===== src/rtl/push_cond_pkg.sv =====
// Shared constants for the push-button conditioner: channel FSM encoding,
// button indices and a counter-width helper.
package push_cond_pkg;

  localparam logic [1:0] RELEASED     = 2'd0;
  localparam logic [1:0] PRESS_WAIT   = 2'd1;
  localparam logic [1:0] HELD         = 2'd2;
  localparam logic [1:0] RELEASE_WAIT = 2'd3;

  localparam int PB_U   = 0;
  localparam int PB_D   = 1;
  localparam int PB_L   = 2;
  localparam int PB_R   = 3;
  localparam int PB_M   = 4;
  localparam int NUM_PB = 5;

  // Counter width for a count range 0..n-1, never narrower than one bit.
  function automatic int cnt_w(input int n);
    return (n > 1) ? $clog2(n) : 1;
  endfunction

endpackage


===== src/rtl/push_button_channel.sv =====
// One button: 2-flop synchroniser, debounce FSM and optional hold-to-repeat,
// advancing only on the shared debounce tick.
module push_button_channel
  import push_cond_pkg::*;
#(
  parameter int DEBOUNCE_TICKS      = 10,
  parameter int REPEAT_DELAY_TICKS  = 500,
  parameter int REPEAT_PERIOD_TICKS = 100,
  parameter bit REPEAT_EN           = 1'b0
) (
  input  logic clk_osc,
  input  logic reset,
  input  logic raw,
  input  logic tick,
  output logic level,
  output logic pulse,
  output logic rel
);

  localparam int DW = cnt_w(DEBOUNCE_TICKS);
  localparam int RW = cnt_w(REPEAT_DELAY_TICKS);
  localparam logic [DW-1:0] DCNT_LAST   = DW'(DEBOUNCE_TICKS - 1);
  localparam logic [RW-1:0] RCNT_LAST   = RW'(REPEAT_DELAY_TICKS - 1);
  localparam logic [RW-1:0] RCNT_RELOAD = RW'(REPEAT_DELAY_TICKS - REPEAT_PERIOD_TICKS);

  logic          sync_p0;
  logic          sync_p1;
  logic          s;
  logic [1:0]    state;
  logic [DW-1:0] dcnt;
  logic [RW-1:0] rcnt;

  assign s = sync_p1;

  // Stage p0/p1: metastability synchroniser
  always_ff @(posedge clk_osc or posedge reset) begin
    if (reset) begin
      sync_p0 <= 1'b0;
      sync_p1 <= 1'b0;
    end else begin
      sync_p0 <= raw;
      sync_p1 <= sync_p0;
    end
  end

  // A change of s is handled before the tick, so a coincident tick is dropped.
  always_ff @(posedge clk_osc or posedge reset) begin
    if (reset) begin
      state <= RELEASED;
      dcnt  <= '0;
      rcnt  <= '0;
      level <= 1'b0;
      pulse <= 1'b0;
      rel   <= 1'b0;
    end else begin
      pulse <= 1'b0;
      rel   <= 1'b0;
      case (state)
        RELEASED: begin
          if (s) begin
            state <= PRESS_WAIT;
            dcnt  <= '0;
          end
        end
        PRESS_WAIT: begin
          if (!s) begin
            state <= RELEASED;
          end else if (tick) begin
            if (dcnt == DCNT_LAST) begin
              state <= HELD;
              level <= 1'b1;
              pulse <= 1'b1;
              rcnt  <= '0;
            end else begin
              dcnt <= dcnt + 1'b1;
            end
          end
        end
        HELD: begin
          if (!s) begin
            state <= RELEASE_WAIT;
            dcnt  <= '0;
          end else if (tick && REPEAT_EN) begin
            // Reload keeps later repeats one period apart without a wider counter.
            if (rcnt == RCNT_LAST) begin
              pulse <= 1'b1;
              rcnt  <= RCNT_RELOAD;
            end else begin
              rcnt <= rcnt + 1'b1;
            end
          end
        end
        RELEASE_WAIT: begin
          if (s) begin
            state <= HELD;
            rcnt  <= '0;
          end else if (tick) begin
            if (dcnt == DCNT_LAST) begin
              state <= RELEASED;
              level <= 1'b0;
              rel   <= 1'b1;
            end else begin
              dcnt <= dcnt + 1'b1;
            end
          end
        end
        default: state <= RELEASED;
      endcase
    end
  end

endmodule


===== src/rtl/push_button_conditioner.sv =====
// Conditions the five board push buttons: shared debounce tick generator
// feeding one independent channel per button.
module push_button_conditioner
  import push_cond_pkg::*;
#(
  parameter int               TICK_DIV            = 100000,
  parameter int               DEBOUNCE_TICKS      = 10,
  parameter int               REPEAT_DELAY_TICKS  = 500,
  parameter int               REPEAT_PERIOD_TICKS = 100,
  parameter logic [NUM_PB-1:0] REPEAT_MASK        = 5'b00011
) (
  input  logic              clk_osc,
  input  logic              reset,
  input  logic [NUM_PB-1:0] push_raw,
  output logic [NUM_PB-1:0] push_level,
  output logic [NUM_PB-1:0] push_pulse,
  output logic [NUM_PB-1:0] push_release
);

  localparam int TW = cnt_w(TICK_DIV);
  localparam logic [TW-1:0] TICK_LAST = TW'(TICK_DIV - 1);

  logic [TW-1:0] tick_cnt;
  logic          tick;

  assign tick = (tick_cnt == TICK_LAST);

  always_ff @(posedge clk_osc or posedge reset) begin
    if (reset) begin
      tick_cnt <= '0;
    end else if (tick) begin
      tick_cnt <= '0;
    end else begin
      tick_cnt <= tick_cnt + 1'b1;
    end
  end

  for (genvar i = 0; i < NUM_PB; i++) begin : g_ch
    push_button_channel #(
      .DEBOUNCE_TICKS      (DEBOUNCE_TICKS),
      .REPEAT_DELAY_TICKS  (REPEAT_DELAY_TICKS),
      .REPEAT_PERIOD_TICKS (REPEAT_PERIOD_TICKS),
      .REPEAT_EN           (REPEAT_MASK[i])
    ) u_ch (
      .clk_osc (clk_osc),
      .reset   (reset),
      .raw     (push_raw[i]),
      .tick    (tick),
      .level   (push_level[i]),
      .pulse   (push_pulse[i]),
      .rel     (push_release[i])
    );
  end

endmodule


===== config.mk =====
export PLATFORM = sky130hd
export DESIGN_NAME = push_button_conditioner
export DESIGN_NICKNAME = d
export VERILOG_FILES = /design/src/rtl/push_cond_pkg.sv /design/src/rtl/push_button_channel.sv /design/src/rtl/push_button_conditioner.sv
export SDC_FILE = /design/constraint.sdc
export NUM_CORES = 1
export LEC_CHECK = 0
export BUFFER_PORTS_ARGS = -buffer_cell sky130_fd_sc_hd__buf_2
export CAP_MARGIN = 40
export CORE_MARGIN = 3
export CORE_UTILIZATION = 50
export DETAILED_ROUTE_END_ITERATION = 10
export PLACE_DENSITY = 0.64
export SLEW_MARGIN = 20
export SYNTH_ARGS = -nofsm -noshare
export SYNTH_HDL_FRONTEND = slang
export SYNTH_SLANG_ARGS = --single-unit

===== constraint.sdc =====
create_clock -name clk_osc -period 3.8 [get_ports clk_osc]
set_input_delay 0 -clock clk_osc [delete_from_list [all_inputs] [get_ports clk_osc]]
set_output_delay 0 -clock clk_osc [all_outputs]
set_load 0.02 [all_outputs]

Yosys cells after proc, flatten, opt, wreduce, memory -nomap -nowiden. Index checks and enable logic that the tools add are counted.

Logic and storage cells: 332. Register bits after elaboration: 90. Input port bits: 7. Output and inout bits: 15.

Muxes and demuxes: 168. Reductions and logical operators: 29. $add $sub $neg: 8. Equal/unequal tests: 89.

Operators with widths (count): $mux 9 (14); $mux 4 (30); $mux 2 (40); $pmux 4 s4 (5); $mux 1 (64); $ne 2x1->1 const B (27); $pmux 9 s3 (2); $reduce_and 7->1 (7); $pmux 2 s4 (5); $ne 2x2->1 const B (19); $reduce_and 6->1 (5); $ne 3x3->1 const B (9); $add 4x1->4 const B (5); $eq 2x2->1 const B (10); $eq 4x4->1 const B (5); $reduce_and 4->1 (5); $add 9x1->9 const B (2); $eq 9x9->1 const B (2); $ne 3x1->1 const B (6); $add 17x1->17 const B (1); $eq 17x17->1 const B (1); $mux 17 (1); $ne 3x2->1 const B (5); $pmux 1 s2 (7); other kinds (4) (17).

Logic depth before layout (Yosys ltp).
Depth in word-level cells: 5. Gate-level depth with buffers: 8. Mapped depth without buffers: 7.

By module. Synthesis repeated with hierarchy kept, for this count alone.

Cell total of the unflattened synthesis: 457. Area, all modules: 4803.4 um2.

Modules (own cells, without submodules): push_button_channel (g_ch[2].u_ch ...) (cells an instance 48, times used 3, area an instance 516.7 um2); push_button_channel (g_ch[0].u_ch) (cells an instance 114, times used 1, area an instance 1227.4 um2); push_button_channel (g_ch[1].u_ch) (cells an instance 124, times used 1, area an instance 1199.9 um2); push_button_conditioner (cells an instance 75, times used 1, area an instance 825.8 um2).

Least setup slack after synthesis. Ideal clock, no wire load.

Path kind: register -> register. Start: register tick_cnt[5]. End: register g_ch[1].u_ch.rcnt[3]. Buffers on the path: 1. Path slack: 1.579 ns. Clock period less this slack: 2.221 ns. Library setup time: 0.092 ns. Stages on the path, launching flop included: 7. Arrival time: 2.129 ns. Path through: dfrtp_1 buf_6 or4_4 or4_4 o21a_4 or2_1 o31ai_2.

Word-level cells in the longest chain between the ends: 3. Elaborated cells on any way between the ends: 4. Those cells by class: 3 x eq/ne; 1 x reduce/logical.

RTL lines: from (decl) (line push_button_conditioner.sv:23) `logic [TW-1:0] tick_cnt;`; from (signal assigned) (line push_button_conditioner.sv:34) `tick_cnt <= tick_cnt + 1'b1;`; $eq 17x17->1 * (line push_button_conditioner.sv:26) `assign tick = (tick_cnt == TICK_LAST);`; $ne 2x2->1 (no line); $reduce_and 7->1 (no line) *; to (signal assigned) (line push_button_channel.sv:89) `rcnt <= rcnt + 1'b1;`; to (decl) (line push_button_channel.sv:31) `logic [RW-1:0] rcnt;`.

Mark *: on every way between the ends. The rest lies on a longest branch, timed or not. A chain may end at the register's enable or synchronous reset.

Worst setup path after layout.
Start: register tick_cnt[14]. End: register g_ch[0].u_ch.rcnt[8].

Word-level cells in the longest chain between the ends: 3. Elaborated cells on any way between the ends: 4. Those cells by class: 3 x eq/ne; 1 x reduce/logical.

RTL lines (line): $eq 17x17->1 * (push_button_conditioner.sv:26); $ne 2x1->1 (no line); $reduce_and 7->1 (no line) *; to (signal assigned) (push_button_channel.sv:89); to (decl) (push_button_channel.sv:31).

Marked as above.

==> summary.txt <==
Yosys
  – Largest family of logic cells by synthesized area: simple AND/OR/NAND/NOR gates
  – Ys flop type: dfrtp_1
  – Compound-Gate Fraction of Synth Area: 15.76%
  – Number of synthesis warnings: 0
  – Synth Register Bits: 90
  – XOR/XNOR share of the synthesized area: between 3 and 4%
  – Part of the Yosys area used for sequential elements: 46.80%
  – Mapped Nets: 518
  – Syn Area/Cell: between 9 and 10 µm²
  – Post-Syn Instances: 490
  – EDFF count, synth: 0
  – Synth Cell Area: 4812 µm²
  – Mux contribution to synthesized area: under 10%
  – Adder-Cell Fraction of Synth Area: between 5 and 6%
  – Asr flop ratio synth: 100.0%
  – Simple-gate share of the synthesized area: 21.45%
  – Count of cell types in the netlist: 59

Finish
  – Fill count: between 800 and 900
  – Fin nets: around 530
  – Design area: approximately 5200 µm²
  – Share of layout cells above drive strength 1: between 10% and 20%
  – Non-filler cells in the finished layout: about 640
  – Area added between synthesis and finish: 8.996%
  – Layout Utilization: ~56%
  – Diodes inserted: 0

Global route
  – Vias in the first global route: around 3600
  – GRT Util Overall: 19.23%
  – Initial antenna violation count: 0
  – Largest net degree at the start of global routing: 37
  – Congestion Overflow GR: 0
  – First-pass GRT wire length: 17210 µm

Min path
  – Hold WC Path Type: primary input to async pin

Floorplan
  – Initial Utilization: 51.83%
  – Die height: 104.1 µm
  – Core ar.: 9284 µm²
  – Row count: 35
  – Die width: 104.1 µm
  – Die footprint: between 10000 and 15000 µm²
  – Boundary pin count: 22

Detailed routing
  – Post-route ant nets: 0
  – Iter 0 DRT Violations: around 150
  – Vias/cell: slightly below 6
  – Total Routed Length: about 9600 µm
  – Vias: 3696
  – First drt pass iteration count: 4
  – Routed length per instance: about 15 µm
  – # DRC: 0

Clocking
  – Worst-skew pair later-pin latency: 0.36 ns
  – Htree depth: 3
  – Clock slew at reported path FFs: ~0.090 ns
  – Root Buffer: clkbuf_8
  – Clock buffer depth: 2
  – CTS Sinks: 90
  – CTS buffer count: 9
  – Setup Fix Bufs, Post-CTS: 0
  – CTS tree: built

Placement
  – Port bufs: 21
  – Post-Place Setup Slack: ~1.3 ns
  – Dpl cell area: between 4000 and 5000 µm²
  – Placed Instances: 616
  – Detailed placement HPWL: approximately 6700 µm
  – GPL Wtd Cong: 0.8386

Power
  – Clock share of power: 30.9%
  – Peak supply drop: approximately 0.23 mV
  – Pint: about 1.6 mW
  – Net Switching: 757.5 µW
  – Comb power frac: between 20% and 30%
  – Sw Share: a little under a third
  – Design Power: 2.379 mW
  – P_leak: 2.327 nW
  – Sequential share of power: a little over two fifths
  – Power Dens Cells: about 450 nW/µm²

Timing
  – Setup_tns: 0 ns
  – Min Hold Slack: between 0.2 and 0.25 ns
  – Slew of the pin with the lowest slew margin: roughly 0.77 ns
  – Fin. max-slew vios: 0
  – Post-route setup slack: about 1.3 ns
  – Final period util: between 60% and 70%
  – Clock Skew: 0.01039 ns
  – Relative slew slack: between 40% and 50%
  – Final hold viol count: 0
  – Number of setup violations in the final report: 0
  – RSZ-0062 raised after global routing: false
  – Fmax: between 300 and 400 MHz
  – Final min period: approximately 2.5 ns

Setup path
  – Critical Path AT: roughly 2.8 ns
  – CP Launch Type: flop
  – Critical path class: flop to flop
  – Crit path capture type: flop
  – Required @ worst endpoint: roughly 4.0 ns
  – CP Max Fanout: 10

Outcome
  – Outcome: completed

Job
  – Max-Cap Viols: 0
==> kinds of logic (layout without fill, tap and decap cells) <==
| group | Yosys count | count (layout) |
|---|---|---|
| AND/OR/NAND/NOR | 186 | 186 |
| adder cells (fa/ha/maj) | 21 | 21 |
| XOR/XNOR | 21 | 21 |
| buffers and inverters | 46 | 65 |
| AO/OA/AOI/OAI | 118 | 118 |
| flip-flops | 90 | 90 |
| multiplexers | 8 | 8 |
==> power groups by stage <==
stage                     Combinational (mW)  Sequential, mW  Clock [mW]
after floorplan                        0.482            1.04           0
after global placement                 0.591            1.06           0
after detailed placement               0.600            1.06           0
after CTS                              0.609            1.04       0.764
after global routing                   0.688            1.04       0.802
final                                  0.606            1.04       0.734
==> sequential cells by signal, indices dropped and copies added, names as in the netlist, named ones only <==
signal / flops
g_ch.u_ch.rel: 5
g_ch.u_ch.s: 5
g_ch.u_ch.dcnt: 20
g_ch.u_ch.level: 5
g_ch.u_ch.rcnt: 18
g_ch.u_ch.sync_p0: 5
g_ch.u_ch.pulse: 5
tick_cnt: 17
g_ch.u_ch.state: 5
==> final timing paths <==
check                                startpoint                    to  slack [ns]  cells past startpoint
setup reg to reg                   tick_cnt[14]  g_ch[0].u_ch.rcnt[8]        1.28                      6
hold / removal                            reset  g_ch[0].u_ch.rcnt[3]        0.24                      3
max in group asynchronous                 reset  g_ch[2].u_ch.dcnt[0]        2.57                      5
setup / recovery                   tick_cnt[14]  g_ch[0].u_ch.rcnt[8]        1.28                      6
min in group clk_osc                push_raw[1]  g_ch[1].u_ch.sync_p0        0.28                      2
hold reg to reg            g_ch[2].u_ch.sync_p0        g_ch[2].u_ch.s        0.35                      0
==> metal layers <==
layer  global-route usage, %  part of all wire (%)  vias to the layer above
li1                        -                     -                     1801
met1                   25.85                    47                     1834
met2                   31.15                    49                       54
met3                   4.035                   3.4                        7
met4                   6.363                  0.82                        0
met5                       0                     0                        -
==> layout by cell type (no fill, tap or decap), types with 5 or more instances in the layout <==
| cell type | instances |
|---|---|
| a21oi_1 | 17 |
| o21a_1 | 5 |
| a31oi_1 | 13 |
| nand3_1 | 27 |
| nand2_1 | 30 |
| or3_1 | 6 |
| a22o_1 | 8 |
| o21ai_0 | 34 |
| xnor2_1 | 15 |
| o41ai_1 | 5 |
| buf_2 | 21 |
| dlygate4sd3_1 | 6 |
| clkbuf_8 | 11 |
| ha_1 | 21 |
| dfrtp_1 | 90 |
| and3_1 | 11 |
| o21ai_1 | 8 |
| nor3_1 | 10 |
| inv_1 | 16 |
| o31ai_1 | 15 |
| nand4_1 | 13 |
| xor2_1 | 6 |
| nor2_1 | 43 |
==> critical path, cell delays in order (launching register included) <==
cell and delay, ns:
dfrtp_1 0.43, or4b_4 0.59, nor4_2 0.45, buf_4 0.27, a21oi_1 0.23, o31ai_1 0.32, o31ai_1 0.10
==> synthesized netlist by cell type (2+ instances only) <==
master    count  area share [%]
dfrtp_1      90              47
nor2_1       43             3.4
o21ai_0      34             3.5
nand2_1      30             2.3
nand3_1      27             2.8
ha_1         21             5.5
a21oi_1      17             1.8
inv_1        17             1.3
buf_4        15             2.3
o31ai_1      15             2.3
xnor2_1      15             2.7
a31oi_1      13             1.7
nand4_1      13             1.7
and3_1       11             1.4
clkbuf_1     11            0.86
nor3_1       10             1.0
a22o_1        8             1.5
o21ai_1       8            0.83
or3_1         6            0.78
xor2_1        6             1.1
o21a_1        5            0.78
o41ai_1       5            0.91
mux2_1        4            0.94
mux2i_1       4            0.83
nand2b_1      4            0.52
nor2b_1       4            0.52
nor4_1        4            0.52
and2_1        3            0.39
nand4b_1      3            0.55
nor3b_1       3            0.47
nor4b_1       3            0.55
o211ai_1      3            0.47
and3b_1       2            0.36
and4_1        2            0.36
nand3b_1      2            0.31
nor4bb_1      2            0.42
or2_2         2            0.26
or4_1         2            0.31
or4_4         2            0.47
or4b_1        2            0.42
==> layout make-up <==
type | count | area, µm² | share of cell area, %
Clock buffer | 12 | 155.1 | 2.958
Tap cell | 129 | 161.4 | 3.077
Sequential cell | 90 | 2252 | 42.94
Multi-Input combinational cell | 354 | 2322 | 44.27
Timing Repair Buffer | 32 | 215.2 | 4.103
Clock inverter | 4 | 73.82 | 1.407
Inverter | 17 | 65.06 | 1.240
==> what timing repair did <==
item                                    4_1_cts  5_1_grt
hold buffers                                  6        0
hold endpoints to repair                     40        0
endpoints found under the setup margin        0        0
gates resized for setup                       0        0
(Power assumes the default switching activity.)
